===== src/rtl/cv_ram_arb_if.sv =====
// Client-side bus of the RAM-port arbiter: per-requester request/lock/address/data
// bundles in, one-hot grant and shared read-return bus out.
interface cv_ram_arb_if #(
  parameter int N_REQ   = 4,
  parameter int D_WIDTH = 8,
  parameter int A_WIDTH = 10
);
  logic [N_REQ-1:0]         req;
  logic [N_REQ-1:0]         we;
  logic [N_REQ-1:0]         lock;
  logic [N_REQ*A_WIDTH-1:0] addr;
  logic [N_REQ*D_WIDTH-1:0] wdata;
  logic [N_REQ-1:0]         gnt;
  logic [N_REQ-1:0]         rvalid;
  logic [D_WIDTH-1:0]       rdata;

  modport master (
    output req, we, lock, addr, wdata,
    input  gnt, rvalid, rdata
  );

  modport slave (
    input  req, we, lock, addr, wdata,
    output gnt, rvalid, rdata
  );
endinterface


===== src/rtl/cv_ram_arb.sv =====
// Round-robin arbiter sharing one read-first RAM port among N_REQ requesters,
// with a bounded lock for back-to-back accesses by one owner.
module cv_ram_arb #(
  parameter int N_REQ    = 4,
  parameter int D_WIDTH  = 8,
  parameter int A_WIDTH  = 10,
  parameter int LOCK_MAX = 16
) (
  input  logic               clk,
  input  logic               rst_n,
  cv_ram_arb_if.slave        bus,
  output logic [A_WIDTH-1:0] ram_addr,
  output logic               ram_wen,
  output logic               ram_ren,
  output logic [D_WIDTH-1:0] ram_wrdata,
  input  logic [D_WIDTH-1:0] ram_rddata
);
  localparam int          PW = (N_REQ > 1) ? $clog2(N_REQ) : 1;
  localparam int          LW = $clog2(LOCK_MAX + 1);
  localparam int unsigned NR = N_REQ;

  typedef enum logic {IDLE, LOCKED} state_t;

  state_t          state, state_n;
  logic [PW-1:0]   ptr, ptr_n;
  logic [PW-1:0]   owner, owner_n;
  logic [PW-1:0]   nr_id, nr_id_n;
  logic            nr_vld, nr_vld_n;
  logic [LW-1:0]   lcnt, lcnt_n, lcnt_inc;
  logic [N_REQ-1:0] rd_tag;

  logic [PW-1:0]   rr_idx, g_idx;
  logic            rr_found, g_any, locked_hold;

  // State register
  always_ff @(posedge clk or negedge rst_n) begin
    if (!rst_n) begin
      state  <= IDLE;
      ptr    <= '0;
      owner  <= '0;
      lcnt   <= '0;
      nr_vld <= 1'b0;
      nr_id  <= '0;
      rd_tag <= '0;
    end else begin
      state  <= state_n;
      ptr    <= ptr_n;
      owner  <= owner_n;
      lcnt   <= lcnt_n;
      nr_vld <= nr_vld_n;
      nr_id  <= nr_id_n;
      rd_tag <= bus.gnt & ~bus.we;
    end
  end

  // Round-robin search starting at ptr
  always_comb begin : rr_search
    int unsigned idx;
    idx      = 0;
    rr_found = 1'b0;
    rr_idx   = '0;
    for (int unsigned k = 0; k < NR; k++) begin
      idx = (32'(ptr) + k) % NR;
      if (!rr_found && bus.req[PW'(idx)]) begin
        rr_found = 1'b1;
        rr_idx   = PW'(idx);
      end
    end
  end

  // Output logic: grant selection and RAM port drive
  always_comb begin
    locked_hold = (state == LOCKED) && bus.req[owner];
    g_any       = rst_n && (locked_hold || rr_found);
    g_idx       = locked_hold ? owner : rr_idx;
    bus.gnt     = '0;
    ram_addr    = '0;
    ram_wrdata  = '0;
    ram_wen     = 1'b0;
    ram_ren     = 1'b0;
    if (g_any) begin
      bus.gnt[g_idx] = 1'b1;
      ram_addr       = bus.addr[g_idx*A_WIDTH +: A_WIDTH];
      ram_wrdata     = bus.wdata[g_idx*D_WIDTH +: D_WIDTH];
      ram_wen        = bus.we[g_idx];
      ram_ren        = ~bus.we[g_idx];
    end
  end

  assign bus.rvalid = rd_tag;
  assign bus.rdata  = ram_rddata;

  // Next-state logic
  always_comb begin
    state_n  = state;
    ptr_n    = ptr;
    owner_n  = owner;
    lcnt_n   = lcnt;
    nr_vld_n = 1'b0;
    nr_id_n  = nr_id;
    lcnt_inc = lcnt + 1'b1;
    if (g_any)
      ptr_n = (g_idx == PW'(N_REQ - 1)) ? '0 : g_idx + 1'b1;
    if (locked_hold) begin
      lcnt_n = lcnt_inc;
      if (bus.lock[owner] && (lcnt_inc < LW'(LOCK_MAX))) begin
        state_n = LOCKED;
      end else begin
        // Expiry with lock still held blocks that owner's lock for one arbitration
        state_n  = IDLE;
        nr_vld_n = bus.lock[owner];
        nr_id_n  = owner;
      end
    end else if (g_any && bus.lock[g_idx] && !(nr_vld && (nr_id == g_idx))) begin
      state_n = LOCKED;
      owner_n = g_idx;
      lcnt_n  = LW'(1);
    end else begin
      state_n = IDLE;
    end
  end
endmodule


===== src/flat_wrapper.sv =====
// flat-port wrapper written by rule: the top's interface ports become plain ports
module cv_ram_arb_flat 
#(
  parameter int N_REQ    = 4,
  parameter int D_WIDTH  = 8,
  parameter int A_WIDTH  = 10,
  parameter int LOCK_MAX = 16
)
  (clk, rst_n, ram_addr, ram_wen, ram_ren, ram_wrdata, ram_rddata, bus_req, bus_we, bus_lock, bus_addr, bus_wdata, bus_gnt, bus_rvalid, bus_rdata);
  cv_ram_arb_if #(.N_REQ(N_REQ), .D_WIDTH(D_WIDTH), .A_WIDTH(A_WIDTH)) bus_i ();
  input  logic clk;
  input  logic rst_n;
  output logic [A_WIDTH-1:0] ram_addr;
  output logic ram_wen;
  output logic ram_ren;
  output logic [D_WIDTH-1:0] ram_wrdata;
  input  logic [D_WIDTH-1:0] ram_rddata;
  input wire logic [$bits(bus_i.req)-1:0] bus_req;
  input wire logic [$bits(bus_i.we)-1:0] bus_we;
  input wire logic [$bits(bus_i.lock)-1:0] bus_lock;
  input wire logic [$bits(bus_i.addr)-1:0] bus_addr;
  input wire logic [$bits(bus_i.wdata)-1:0] bus_wdata;
  output wire logic [$bits(bus_i.gnt)-1:0] bus_gnt;
  output wire logic [$bits(bus_i.rvalid)-1:0] bus_rvalid;
  output wire logic [$bits(bus_i.rdata)-1:0] bus_rdata;
  assign bus_i.req = bus_req;
  assign bus_i.we = bus_we;
  assign bus_i.lock = bus_lock;
  assign bus_i.addr = bus_addr;
  assign bus_i.wdata = bus_wdata;
  assign bus_gnt = bus_i.gnt;
  assign bus_rvalid = bus_i.rvalid;
  assign bus_rdata = bus_i.rdata;
  cv_ram_arb #(.N_REQ(N_REQ), .D_WIDTH(D_WIDTH), .A_WIDTH(A_WIDTH), .LOCK_MAX(LOCK_MAX)) u_core (.clk(clk), .rst_n(rst_n), .bus(bus_i), .ram_addr(ram_addr), .ram_wen(ram_wen), .ram_ren(ram_ren), .ram_wrdata(ram_wrdata), .ram_rddata(ram_rddata));
endmodule

===== config.mk =====
export PLATFORM = sky130hd
export DESIGN_NAME = cv_ram_arb_flat
export DESIGN_NICKNAME = d
export VERILOG_FILES = /design/src/rtl/cv_ram_arb_if.sv /design/src/rtl/cv_ram_arb.sv /design/src/flat_wrapper.sv
export SDC_FILE = /design/constraint.sdc
export NUM_CORES = 1
export LEC_CHECK = 0
export ABC_CLOCK_PERIOD_IN_PS = 6800
export BUFFER_PORTS_ARGS = -buffer_cell sky130_fd_sc_hd__buf_2
export CORE_MARGIN = 3
export CORE_UTILIZATION = 35
export CTS_CLUSTER_DIAMETER = 80
export DETAILED_ROUTE_END_ITERATION = 7
export PLACE_DENSITY = 0.71
export SETUP_SLACK_MARGIN = 0.4
export SYNTH_ARGS = -nofsm -noshare
export SYNTH_HDL_FRONTEND = slang
export SYNTH_SLANG_ARGS = --single-unit

===== constraint.sdc =====
create_clock -name clk -period 6.8 [get_ports clk]
set_input_delay 1.36 -clock clk [delete_from_list [all_inputs] [get_ports clk]]
set_output_delay 1.36 -clock clk [all_outputs]
set_load 0.02 [all_outputs]

==> metrics.log <==
INFO  metric run_status = finished, final reports clean
INFO  metric grt_overflow_total = 0
INFO  metric synth.cells.most_frequent = sky130_fd_sc_hd__and2_1 (22), sky130_fd_sc_hd__mux4_2 (20), sky130_fd_sc_hd__dfrtp_1 (17)
INFO  metric min_delay_path_depth = 1
INFO  metric clockRootBuffer = sky130_fd_sc_hd__clkbuf_8
INFO  metric clock_tree.htree_level_count = 1
INFO  metric cell_with_the_most_instances_after_synthesis = sky130_fd_sc_hd__and2_1
INFO  metric io_buffer_count = 113
INFO  metric rr_startpoint = u_core.owner[0]$_DFFE_PN0P_
INFO  metric worstHoldEndpoint = u_core.lcnt[4]$_DFFE_PN0P_
INFO  metric insertedDiodeCount = 0
INFO  metric wire_length_of_the_first_global_routing_pass = approximately 8300 um
INFO  metric drtIter0Drc = 38
INFO  metric crit_path_end_kind = output pin
INFO  metric p_clk_share = 8.3%
INFO  metric floorplan.die.height = roughly 80 um
INFO  metric fp-row-count = 25
INFO  metric seq_power_share = slightly below 20%
INFO  metric synthToLayoutAreaGrowth = 33.6%
INFO  metric yosysWarnings = 0
INFO  metric netlist_top_cells_area = sky130_fd_sc_hd__mux4_2 (25%), sky130_fd_sc_hd__dfrtp_1 (24%), sky130_fd_sc_hd__and2_1 (7.6%)
INFO  metric numCtsBuffers = 3
INFO  metric worstRegToRegCells = 7
INFO  metric worst_setup_path_start_kind = primary input
INFO  metric peakVddDrop = 153 uV
INFO  metric layout_min_cycle_time = between 5 and 6 ns
INFO  metric syn-cell-area = around 1800 um^2
INFO  metric mean_number_of_vias_per_cell = ~5
INFO  metric timing_worst_setup_path_type = in2out
INFO  metric grt_pass1_vias = ~1,800
INFO  metric comb_power_share = between 70 and 80%
INFO  metric place.detailed.hpwl = 4080 um
INFO  metric post_synth_num_cell_types = 39
INFO  metric total_switching_power = 0.419 mW
INFO  metric buffer_depth_of_the_longest_clock_path = 2
INFO  metric grt.total_usage = between 10% and 20%
INFO  metric leak_pwr = around 1.2 nW
INFO  metric crit_path_frequent_cell = sky130_fd_sc_hd__buf_2
INFO  metric slew_headroom = 34.2%
INFO  metric synthCells = ~180
INFO  metric report.final.slew_viol_count = 0
INFO  metric r2r_slack = roughly 3.6 ns
INFO  metric finalWeightedCongestion = 0.777
INFO  metric cellPowerDensity = 377 nW/um^2
INFO  metric hold_violations = 0
INFO  metric syn-num-nets = 281
INFO  metric crit_required = ~5.4 ns
INFO  metric worstSkewPairLatency = roughly 0.25 ns
INFO  metric timing.hold.ws = ~0.53 ns
INFO  metric rsz0062_at_grt = no
INFO  metric final_layout_size_suffix_gt1_share = 53.5%
INFO  metric post_cts.resized_instances = 0
INFO  metric grt_antenna_before_repair = 0
INFO  metric ys.flop_type = sky130_fd_sc_hd__dfrtp_1
INFO  metric worst_pin_slew = 0.985 ns
INFO  metric dieWidth = 77.8 um
INFO  metric max_freq = roughly 190 MHz
INFO  metric finalSetupTns = 0 ns
INFO  metric sum_of_routed_wire_length_over_all_layers = 4930 um
INFO  metric synth_edf_count = 0
INFO  metric total_die_area = between 6000 and 7000 um^2
INFO  metric rr_endpoint = u_core.lcnt[3]$_DFFE_PN0P_
INFO  metric routedWlPerCell = about 14 um
INFO  metric switching_share_of_power = a little under half
INFO  metric core_area = a little under 5000 um^2
INFO  metric worst_path_arrival_time = a little under 4 ns
INFO  metric clkTransAtPathRegs = approximately 0.070 ns
INFO  metric synthArstFlopShare = 100%
INFO  metric top_area_cell_type_share_of_the_netlist_area = between 20% and 30%
INFO  metric floorplan.initialDensity = about 37%
INFO  metric worst-path-max-fanout = 24
INFO  metric post-route-drc-count = 0
INFO  metric internal_power_contribution = approximately 0.5 mW
INFO  metric synth-seq-cells = 17
INFO  metric critical-path-slowest-cell = sky130_fd_sc_hd__a21oi_4
INFO  metric cts_tree = done
INFO  metric synth.largest_area_cell = sky130_fd_sc_hd__mux4_2
INFO  metric postCtsSetupBuffers = 0
INFO  metric grt_max_degree = 25
INFO  metric floorplan.io_pins = 130
INFO  metric antenna_violating_nets_post_route = 0
INFO  metric setup_viol = 0
INFO  metric detailedRoute.firstPassIterationCount = 4
INFO  metric hold_start = u_core.lcnt[4]$_DFFE_PN0P_
INFO  metric critPathMaxStageDelay = 0.77 ns
INFO  metric critical_path.startpoint = bus_req[0]
INFO  metric worstHoldPathType = reg2reg
INFO  metric via_count = about 1,700
INFO  metric ctsHoldBuffers = 0
INFO  metric cap_viol_max_count = 0
INFO  metric clock_skew = between 0.006 and 0.007 ns
INFO  metric cts.sinks = 17
INFO  metric critical_path.cell_chain = buf_2, mux2i_4, o22ai_2, nor4_4, a21oi_4, mux4_2, and2_1, buf_2
INFO  metric post-route-period-util = 77.8%
INFO  metric postSynthAreaPerCell = 9.92 um^2
INFO  metric synth_seq_area_share = 23.6%
INFO  metric num-nets-final = around 380
per-stage QoR:
stage	utilization [%]	instance area, um^2	std cells	setup slack, ns	power, mW
after floorplan	-	1810	182	2.31	0.699
after global placement	48.8	2370	345	1.47	0.836
after detailed placement	48.8	2370	345	1.44	0.844
after CTS	49.8	2410	349	1.45	0.924
after global routing	49.8	2410	349	1.20	0.992
final	49.8	2410	349	1.51	0.910
power by group through the flow:
stage               logic [mW]  registers, mW  clock network [mW]
floorplan                0.539          0.161                   0
global placement         0.655          0.180                   0
detailed placement       0.662          0.182                   0
CTS                      0.665          0.181              0.0777
global route             0.724          0.188              0.0802
finish                   0.654          0.181              0.0751
routing by layer:
layer / vias up / part of all wire [%] / track usage (%)
met5: - / 0 / 0
met3: 4 / 6.0 / 2.09
met1: 811 / 38 / 20.1
met2: 67 / 55 / 31.8
li1: 856 / - / -
met4: 0 / 0.69 / 4.80
cells in the final DEF, fill, tap and decap left out, drive strengths merged, types with 4 or more instances in the layout:
cell type and count:
buf 115, and2 22, mux4 20, dfrtp 17, nor2 15, nand2 14, inv 9, a21oi 8
nor3 7, nand3 6, o21ai 6, mux2i 6, ha 5, a31o 4
worst max-delay path: cells and delay by family:
kind	cells	cell delay [ns]
compound gates	2	1.26
mux	2	0.69
buf+inv	2	0.31
simple gates	2	0.30
worst max-delay path by stage:
stage	to	slack (ns)	cells past startpoint
6_report	ram_addr[4]	1.51	8
2_1_floorplan	ram_addr[1]	2.31	7
3_3_place_gp	ram_addr[6]	1.47	8
4_1_cts	ram_addr[3]	1.45	8
3_5_place_dp	ram_addr[3]	1.44	8
5_1_grt	ram_addr[4]	1.20	8
kinds of logic after synthesis:
group	share of synthesized area (%)
simple gates	21.3
mux	31.0
compound gates	11.2
buf+inv	8.52
flops	23.6
fa+ha+maj	3.47
xor+xnor	0.970
sequential cells by signal, indices dropped and copies added (netlist names):
| signal | count |
|---|---|
| u_core.owner | 2 |
| u_core.nr_vld | 1 |
| u_core.state | 1 |
| u_core.nr_id | 2 |
| u_core.bus.rvalid | 4 |
| u_core.lcnt | 5 |
| u_core.ptr | 2 |
final cells by class:
class | count | area (um^2)
clock buffers | 3 | 41.3
clock inverters | 1 | 5.00
fillers | 452 | 2440
inverters | 9 | 33.8
multi-input cells | 137 | 1240
flip-flops and latches | 17 | 425
well taps | 67 | 83.8
repair buffers | 115 | 581
No activity file was read; power rests on OpenSTA's default activity.
